--- config.mk ---
export PLATFORM = sky130hd
export DESIGN_NAME = sigmoid_unit
export DESIGN_NICKNAME = d
export VERILOG_FILES = /design/src/rtl/sigmoid_unit.sv
export SDC_FILE = /design/constraint.sdc
export NUM_CORES = 1
export LEC_CHECK = 0
export ABC_AREA = 1
export CAP_MARGIN = 20
export CORE_MARGIN = 1.5
export CORE_UTILIZATION = 40
export DETAILED_ROUTE_END_ITERATION = 7
export SLEW_MARGIN = 20
export SYNTH_ARGS = -nofsm -noshare
export SYNTH_HDL_FRONTEND = slang
export SYNTH_SLANG_ARGS = --single-unit
--- constraint.sdc ---
create_clock -name clk -period 16.8 [get_ports clk]
set_input_delay 2.52 -clock clk [delete_from_list [all_inputs] [get_ports clk]]
set_output_delay 2.52 -clock clk [all_outputs]
set_load 0.05 [all_outputs]
--- src/rtl/sigmoid_unit.sv ---
// sigmoid_unit: logistic activation for signed Q16.16 inputs.
// Three-stage, enable-gated pipeline: magnitude/saturation, chord
// interpolation over 32 segments of width 0.25 on |x| in [0,8), then
// reflection through sigma(-x) = 1 - sigma(x). Output is unsigned Q16.16.
module sigmoid_unit (
  input  logic        clk,
  input  logic        rst,
  input  logic        en,
  input  logic [31:0] data_in,
  output logic [31:0] data_out
);

  localparam logic [16:0] ONE = 17'h10000;

  // Knot values A_k = round(sigma(k/4) * 2^16), k = 0..32.
  function automatic logic [16:0] coef(input logic [5:0] idx);
    logic [16:0] a;
    case (idx)
      6'd0:    a = 17'd32768;
      6'd1:    a = 17'd36843;
      6'd2:    a = 17'd40793;
      6'd3:    a = 17'd44511;
      6'd4:    a = 17'd47911;
      6'd5:    a = 17'd50941;
      6'd6:    a = 17'd53581;
      6'd7:    a = 17'd55834;
      6'd8:    a = 17'd57724;
      6'd9:    a = 17'd59287;
      6'd10:   a = 17'd60565;
      6'd11:   a = 17'd61598;
      6'd12:   a = 17'd62428;
      6'd13:   a = 17'd63090;
      6'd14:   a = 17'd63615;
      6'd15:   a = 17'd64030;
      6'd16:   a = 17'd64357;
      6'd17:   a = 17'd64614;
      6'd18:   a = 17'd64816;
      6'd19:   a = 17'd64974;
      6'd20:   a = 17'd65097;
      6'd21:   a = 17'd65194;
      6'd22:   a = 17'd65269;
      6'd23:   a = 17'd65328;
      6'd24:   a = 17'd65374;
      6'd25:   a = 17'd65410;
      6'd26:   a = 17'd65438;
      6'd27:   a = 17'd65459;
      6'd28:   a = 17'd65476;
      6'd29:   a = 17'd65489;
      6'd30:   a = 17'd65500;
      6'd31:   a = 17'd65508;
      default: a = 17'd65514;
    endcase
    return a;
  endfunction

  // Stage 1 registers
  logic        s1;
  logic [31:0] m1;
  logic        sat1;

  // Stage 2 registers
  logic        s2;
  logic [16:0] y2;

  // Combinational helpers
  logic [31:0] mag;
  logic [4:0]  seg;
  logic [13:0] frac;
  logic [16:0] a_lo;
  logic [16:0] a_hi;
  logic [16:0] delta;
  logic [30:0] prod;
  logic [16:0] y_pos;

  // Absolute value of the input; 0x80000000 stays 0x80000000 and saturates.
  always_comb begin
    mag = data_in[31] ? (~data_in + 32'd1) : data_in;
  end

  // Chord interpolation inside the segment selected by m1[18:14].
  always_comb begin
    seg   = m1[18:14];
    frac  = m1[13:0];
    a_lo  = coef({1'b0, seg});
    a_hi  = coef({1'b0, seg} + 6'd1);
    delta = a_hi - a_lo;
    prod  = {14'b0, delta} * {17'b0, frac};
    y_pos = sat1 ? ONE : (a_lo + prod[30:14]);
  end

  // Stage 1: sign, magnitude and saturation flag.
  always_ff @(posedge clk) begin
    if (rst) begin
      s1   <= 1'b0;
      m1   <= '0;
      sat1 <= 1'b0;
    end else if (en) begin
      s1   <= data_in[31];
      m1   <= mag;
      sat1 <= |mag[31:19];
    end
  end

  // Stage 2: positive-half sigmoid value and carried sign.
  always_ff @(posedge clk) begin
    if (rst) begin
      s2 <= 1'b0;
      y2 <= '0;
    end else if (en) begin
      s2 <= s1;
      y2 <= y_pos;
    end
  end

  // Stage 3: reflect negative inputs and register the result.
  always_ff @(posedge clk) begin
    if (rst) begin
      data_out <= '0;
    end else if (en) begin
      data_out <= {15'b0, (s2 ? (ONE - y2) : y2)};
    end
  end

endmodule

== Yosys cells after proc, flatten, opt, wreduce, memory -nomap -nowiden ==
Memory sizes are Yosys's and may differ from the RTL's. A register that Yosys moved wholly into a read port is not among the register bits.
Index checks and enable logic that the tools add are counted.

* RAM bits: 0
* Input bits: 35
* Logic and storage cells: 22
* Memories: 2
* Bits in latches: 0
* Output and inout bits: 32
* ROM bits: 960
* Register bits after elaboration: 56

* Add/sub/neg operators: 5
* Divide/modulo/power cells: 0
* Shifts and indexed selects: 0
* Magnitude comparators: 0
* Reductions and logical operators: 1
* $mul: 1
* Equality and inequality tests: 0
* Bitwise operators: 1
* Muxes and demuxes: 6

{| class="wikitable"
|+ Memories
! memory !! depth !! width !! read ports !! clocked after memory_dff !! write ports !! RTL line !! source
|-
| (no name shown) || 32 || 15 || 1 || 1 || 0 || 18 || <nowiki>case (idx)</nowiki>
|-
| (no name shown) || 32 || 15 || 1 || 0 || 0 || 18 ||
|}

{| class="wikitable"
|+ Operators by type and width
! operator !! number
|-
| 17-bit two-way mux || 3
|-
| 32-bit by 1-bit adder with 32-bit output (second input constant) || 1
|-
| 32-bit two-way mux || 1
|-
| 32-bit NOT || 1
|-
| 17-bit by 14-bit multiplier with 31-bit output || 1
|-
| 17-bit adder || 1
|-
| 17-bit subtractor || 1
|-
| 17-bit subtractor (first input constant) || 1
|-
| 13-bit OR reduction || 1
|-
| 5-bit two-way mux || 2
|-
| 5-bit by 1-bit adder with 6-bit output (second input constant) || 1
|}

== Longest topological paths before layout ==
Gate-level depths: netlist of run 1.
An unclocked memory read counts as a cell.

* Depth in word-level cells: 7
* Depth in mapped cells: 61
* Depth with buffers taken out: 59

== Least setup slack after synthesis of run 1 ==
Ideal clock, no wire load.

* Path type: reg-to-reg
* Start point: register m1[15]
* End point: register y2[13]
* Data arrival time: 9,223 ps
* Buffers on the path: 1
* Stages on the path, launching flop included: 53
* Required time: 16,730 ps
* Setup slack: 7,507 ps
* Period minus slack after synthesis: 9,293 ps
* Library setup time: 70 ps
* Path through: dfxtp_1 ha_1 inv_1 ha_1 clkbuf_1 a21oi_1 nor2_1 nor3_1 o21ai_0 inv_1 ha_1 a21oi_1 o21ai_2 inv_2 nor2_1 o21ai_1 nand2_1 or2_2 [... 17 more ...] a21oi_1 nand2_1 nand2_1 nand2_1 a21oi_1 inv_1 nand2_1 nand2_1 nand2_1 nand2_1 ha_1 a21oi_1 a21boi_0 a21boi_0 o21ai_0 nand2_1 nand3_1 a21oi_1

* Longest elaborated chain between the ends: 7

{| class="wikitable"
|+ Ends and longest elaborated chain
! item !! RTL line !! source
|-
| start, declared || 58 || <nowiki>logic [31:0] m1;</nowiki>
|-
| start signal, assigned || 99 || <nowiki>m1 <= mag;</nowiki>
|-
| 5-bit by 1-bit adder with 6-bit output (*) || 85 || <nowiki>a_hi = coef({1'b0, seg} + 6'd1);</nowiki>
|-
| memory 32 x 15 bit || - ||
|-
| 17-bit two-way mux (*) || 18 ||
|-
| 17-bit subtractor (*) || 86 || <nowiki>delta = a_hi - a_lo;</nowiki>
|-
| 17-bit by 14-bit multiplier with 31-bit output (*) || 87 || <nowiki>prod = {14'b0, delta} * {17'b0, frac};</nowiki>
|-
| 17-bit adder (*) || 88 || <nowiki>y_pos = sat1 ? ONE : (a_lo + prod[30:14]);</nowiki>
|-
| 17-bit two-way mux (*) || 88 ||
|-
| end signal, assigned || 111 || <nowiki>y2 <= y_pos;</nowiki>
|-
| end, declared || 63 || <nowiki>logic [16:0] y2;</nowiki>
|}

Every way passes the cells marked *; elsewhere a longest branch is shown, timed or not.
A chain may end at the register's enable or synchronous reset.

== Final worst setup path of run 1 ==
* Start point: register m1[14]
* End point: register y2[13]

Same word-level chain as after synthesis.

==> impl_metrics.toml, run 1 <==
[clocking]
clk_path_buf_depth = 2
numCtsBuffers = 9
clkLatencyLatePin_ns = 0.35
cts_sinks = 71
ctsResizeCount = 0
cts_root_buf = "clkbuf_16"
path_clk_slew_ns = 0.06
cts_setup_buffers = 0
cts_tree = "done"
postCtsHoldBufs = 0
cts_max_level = 3

[logic_synthesis]
ys_types = 56
ys.flop_type = "dfxtp_1"
syn_inst = 2109
synth_edf_count = 0
avgSynthCellArea_um2 = 6.92
netlist_area_um2 = 14600
ys_ff_latch = 71
ys_seq_area_frac = 0.0974
async_flop_share = 0
synth_warnings = 0

[setup_path]
cp_slowest_stage_delay_ns = 0.60
worst_path_most_repeated_cell = "nand2_1"
required_ns = 17.08
startpoint_type = "flop"
cp_slowest_cell = "dfxtp_1"
crit_start = "m1[14]$_SDFFE_PP0P_"
crit_arrival_ns = 11.40
end_kind = "flop"
worstSetupPathType = "flop to flop"
reg2reg_from = "m1[14]$_SDFFE_PP0P_"
worstPathMaxFanout = 13

[drt]
wl_met1_mm = 19.8
drt-pass1-iter-count = 6
wl_met2_mm = 20.3
viasPerCell = 5.16
wl_met3_mm = 2.28
drt-wirelength-per-cell_um = 16.9
drt-total-wl_mm = 43.8
drc = 0
dr.first_iter.drc_count = 822
ant_nets = 0
highest_layer = "met4"
vias = 13300

[floorplanning]
rows = 69
die_x_um = 194
die_area_um2 = 37600
ios = 67
initial_core_util = 0.408
die_y_um = 194
core_area_um2 = 35700

[global_routing]
grt_pass1_vias = 13400
grt_max_degree = 70
global_route.usage.total = 0.241
grt_antenna_before_repair = 0
grt_overflow_total = 0
grt_pass1_wl_mm = 72.7

[placement]
hpwl_mm = 36.6
port-buffer-count = 51
gp_congestion = 0.939

[final_layout]
layout_commonest_cell = "nand2_1"
utilization = 0.439
fillCellCount = 3822
seqCellArea_um2 = 1420
layout_common_cells = "nand2_1 (485), inv_1 (400), nor2_1 (224)"
num_antenna_cells = 0
final_layout_size_suffix_gt1_frac = 0.0465
fin_nets = 2479
multi_input_area_um2 = 11300
area_growth_pct = 7.62

[timing]
finalSetupTns_ns = 0
maxSlewHeadroom = 0.326
fmax_ghz = 0.0899
rsz0062_at_grt = "no"
worst_slew_pin_slew_ns = 1.00
finClkSkew_ns = 0.0174
post-route-min-period_ns = 11.12
hold_violations = 0
fin_crit_sh = 0.662
finalMaxSlewViolations = 0
finalSetupViolCount = 0

[outcome]
status = "complete, no violations"

[flow_run]
maxCapViolations = 0

[worst_hold_path]
hold_path_class = "flop to flop"
hp-start = "y2[13]$_SDFFE_PP0P_"
worst max-delay path: cells and delay by family, from the launching register on:
kind                       cells  cell delay (ns)
and+or+nand+nor               14             1.71
adders and majority gates     11             5.01
buffers and inverters         11             1.11
DFF                            1             0.60
AOI/OAI and AO/OA             15             2.63
routing by layer:
layer  up-vias  global-route usage
li1       6561                   -
met1      6306               0.323
met2       397               0.398
met3        84              0.0332
met4         0              0.0781
met5         -                   0
area by class of cell:
type / count / area share
multi-input cells: 1560 / 0.717
clock buffers: 9 / 0.0143
repair buffers: 61 / 0.0370
well taps: 461 / 0.0367
flip-flops and latches: 71 / 0.0905
clock inverters: 7 / 0.00390
inverters: 420 / 0.100
cell families (layout without fill, tap and decap cells):
kind of cell / count (synthesis) / in the layout / share of synthesized area
AOI/OAI and AO/OA: 280 / 280 / 0.115
xor gates and xnor gates: 34 / 34 / 0.0219
adders and majority gates: 321 / 321 / 0.367
buffers and inverters: 492 / 497 / 0.135
DFF: 71 / 71 / 0.0974
other: 1 / 15 / 0.000257
and+or+nand+nor: 910 / 910 / 0.264
final timing paths:
kind                                       endpoint  slack (ns)  cells past startpoint
worst max-delay path            y2[13]$_SDFFE_PP0P_        5.68                     51
worst min-delay path            y2[13]$_SDFFE_PP0P_        0.47                      2
worst max register to register  y2[13]$_SDFFE_PP0P_        5.68                     51
worst min register to register  y2[13]$_SDFFE_PP0P_        0.47                      2
registers in the layout (all words and copies together), names as in the netlist:
signal / flops
s1: 1
y2: 17
m1: 19
s2: 1
data_out: 17
a_lo: 15
sat1: 1
cells in the mapped netlist (all sizes together) (27+ instances only):
master	n	share of area
nand2	504	0.13
inv	415	0.11
nor2	234	0.063
fa	178	0.24
ha	143	0.12
a21oi	114	0.040
nand3	114	0.041
o21ai	87	0.032
dfxtp	71	0.097
clkbuf	37	0.0095
buf	35	0.017
o211ai	27	0.014
stage by stage:
| step | instances | setup WS, ns | hold slack [ns] | area, um2 |
|---|---|---|---|---|
| after floorplan | 2123 | 7.51 | 0.445 | 14600 |
| after global placement | 2573 | 5.46 | 0.459 | 15400 |
| after detailed placement | 2573 | 5.85 | 0.465 | 15400 |
| after CTS | 2589 | 5.80 | 0.478 | 15700 |
| after global routing | 2589 | 4.82 | 0.488 | 15700 |
| final | 2589 | 5.68 | 0.474 | 15700 |
Power of run 1 is left out: the tool's default activity adds up to more than one toggle a clock period on the data nets, which glitch-free logic cannot reach.
==> run 2, diff against run 1 <==
==> constraint.sdc (replaced) <==
create_clock -name clk -period 10.8 [get_ports clk]
set_input_delay 1.62 -clock clk [delete_from_list [all_inputs] [get_ports clk]]
set_output_delay 1.62 -clock clk [all_outputs]
set_load 0.05 [all_outputs]
==> impl_metrics.toml, run 2 (synthesized netlist as in run 1, its figures left out) <==
[global_routing]
grt_overflow_total = 0
grt_antenna_before_repair = 0
grt_pass1_wl_mm = 73.2
grt_max_degree = 70
grt_pass1_vias = 13600
global_route.usage.total = 0.244

[floorplanning]
die_x_um = 194
initial_core_util = 0.408
die_area_um2 = 37600
die_y_um = 194
core_area_um2 = 35700
rows = 69
ios = 67

[timing]
hold_violations = 0
worst_slew_pin_slew_ns = 0.872
fmax_ghz = 0.101
finalSetupTns_ns = 0
maxSlewHeadroom = 0.418
finalMaxSlewViolations = 0
finalSetupViolCount = 0
rsz0062_at_grt = "no"
post-route-min-period_ns = 9.93
finClkSkew_ns = 0.0140
fin_crit_sh = 0.920

[clocking]
postCtsHoldBufs = 0
cts_root_buf = "clkbuf_16"
cts_max_level = 3
clkLatencyLatePin_ns = 0.34
cts_tree = "done"
path_clk_slew_ns = 0.06
cts_sinks = 71
clk_path_buf_depth = 2
numCtsBuffers = 9

[drt]
drt-wirelength-per-cell_um = 17.0
drt-total-wl_mm = 44.4
drt-pass1-iter-count = 6
viasPerCell = 5.15
dr.first_iter.drc_count = 862
ant_nets = 0
drc = 0
vias = 13500

[flow_run]
maxCapViolations = 0

[setup_path]
cp_slowest_stage_delay_ns = 0.56
cp_slowest_cell = "fa_1"
required_ns = 11.04
worst_path_most_repeated_cell = "nand2_1"
startpoint_type = "flop"
crit_arrival_ns = 10.18
end_kind = "flop"
worstSetupPathType = "flop to flop"
worstPathMaxFanout = 13

[placement]
hpwl_mm = 37.1
gp_congestion = 0.969
port-buffer-count = 51

[final_layout]
multi_input_area_um2 = 11300
area_growth_pct = 9.04
fin_nets = 2501
largest_reg_flops = 19
layout_common_cells = "nand2_1 (484), inv_1 (400), nor2_1 (223)"
biggestRegsByFlops = "m1 (19), data_out (17), y2 (17)"
top_register = "m1"
seqCellArea_um2 = 1430
num_antenna_cells = 0
final_layout_size_suffix_gt1_frac = 0.0605
layout_commonest_cell = "nand2_1"
fillCellCount = 3753

[outcome]
status = "complete, no violations"

[worst_hold_path]
hold_path_class = "flop to flop"
## run 2: path summary, 6_finish.rpt
check                           start                  end  slack, ns  cells past startpoint
setup / recovery  m1[14]$_SDFFE_PP0P_  y2[16]$_SDFFE_PP0P_       0.87                     53
hold / removal     y2[1]$_SDFFE_PP0P_   y2[1]$_SDFFE_PP0P_       0.48                      2
setup reg to reg  m1[14]$_SDFFE_PP0P_  y2[16]$_SDFFE_PP0P_       0.87                     53
hold reg to reg    y2[1]$_SDFFE_PP0P_   y2[1]$_SDFFE_PP0P_       0.48                      2
## run 2: worst max-delay path: cells and delay by family, from the launching register on
kind	cells	cell delay (ns)
AO/OA/AOI/OAI	10	1.65
XOR/XNOR	1	0.16
AND/OR/NAND/NOR	21	1.94
adder cells (fa/ha/maj)	11	4.76
flip-flops	1	0.43
buffers and inverters	10	0.86
## run 2: area by class of cell
class	count	share of cell area
multi-input combinational	1560	0.709
sequential	71	0.0898
timing repair buffer	83	0.0481
tap	461	0.0362
clock buffer	10	0.0144
inverter	420	0.0991
clock inverter	6	0.00291
## run 2: what timing repair did
action / in CTS / in global routing
gates resized for setup: 0 / 17
endpoints found under the setup margin: 0 / 11
buffers inserted: 0 / 1
endpoints found under the hold margin: 0 / 0
## run 2: per-layer routing
| layer | wire (um) | track usage | vias up |
|---|---|---|---|
| li1 | - | - | 6612 |
| met1 | 20300 | 0.330 | 6344 |
| met2 | 20200 | 0.400 | 418 |
| met3 | 2380 | 0.0329 | 82 |
| met4 | 1590 | 0.0862 | 0 |
| met5 | 0 | 0 | - |
## run 2: per-stage QoR
stage / hold WS (ns) / area [um2] / utilization / std cells / worst slack, ns
after global placement: 0.459 / 15600 / 0.435 / 2593 / 0.602
after floorplan: 0.445 / 14600 / - / 2123 / 1.51
after global routing: 0.493 / 15900 / 0.445 / 2611 / 0.00360
final: 0.475 / 15900 / 0.445 / 2611 / 0.868
after detailed placement: 0.463 / 15600 / 0.435 / 2593 / 0.384
after CTS: 0.476 / 15800 / 0.443 / 2609 / 0.344
Power of run 2 is left out for the same reason.
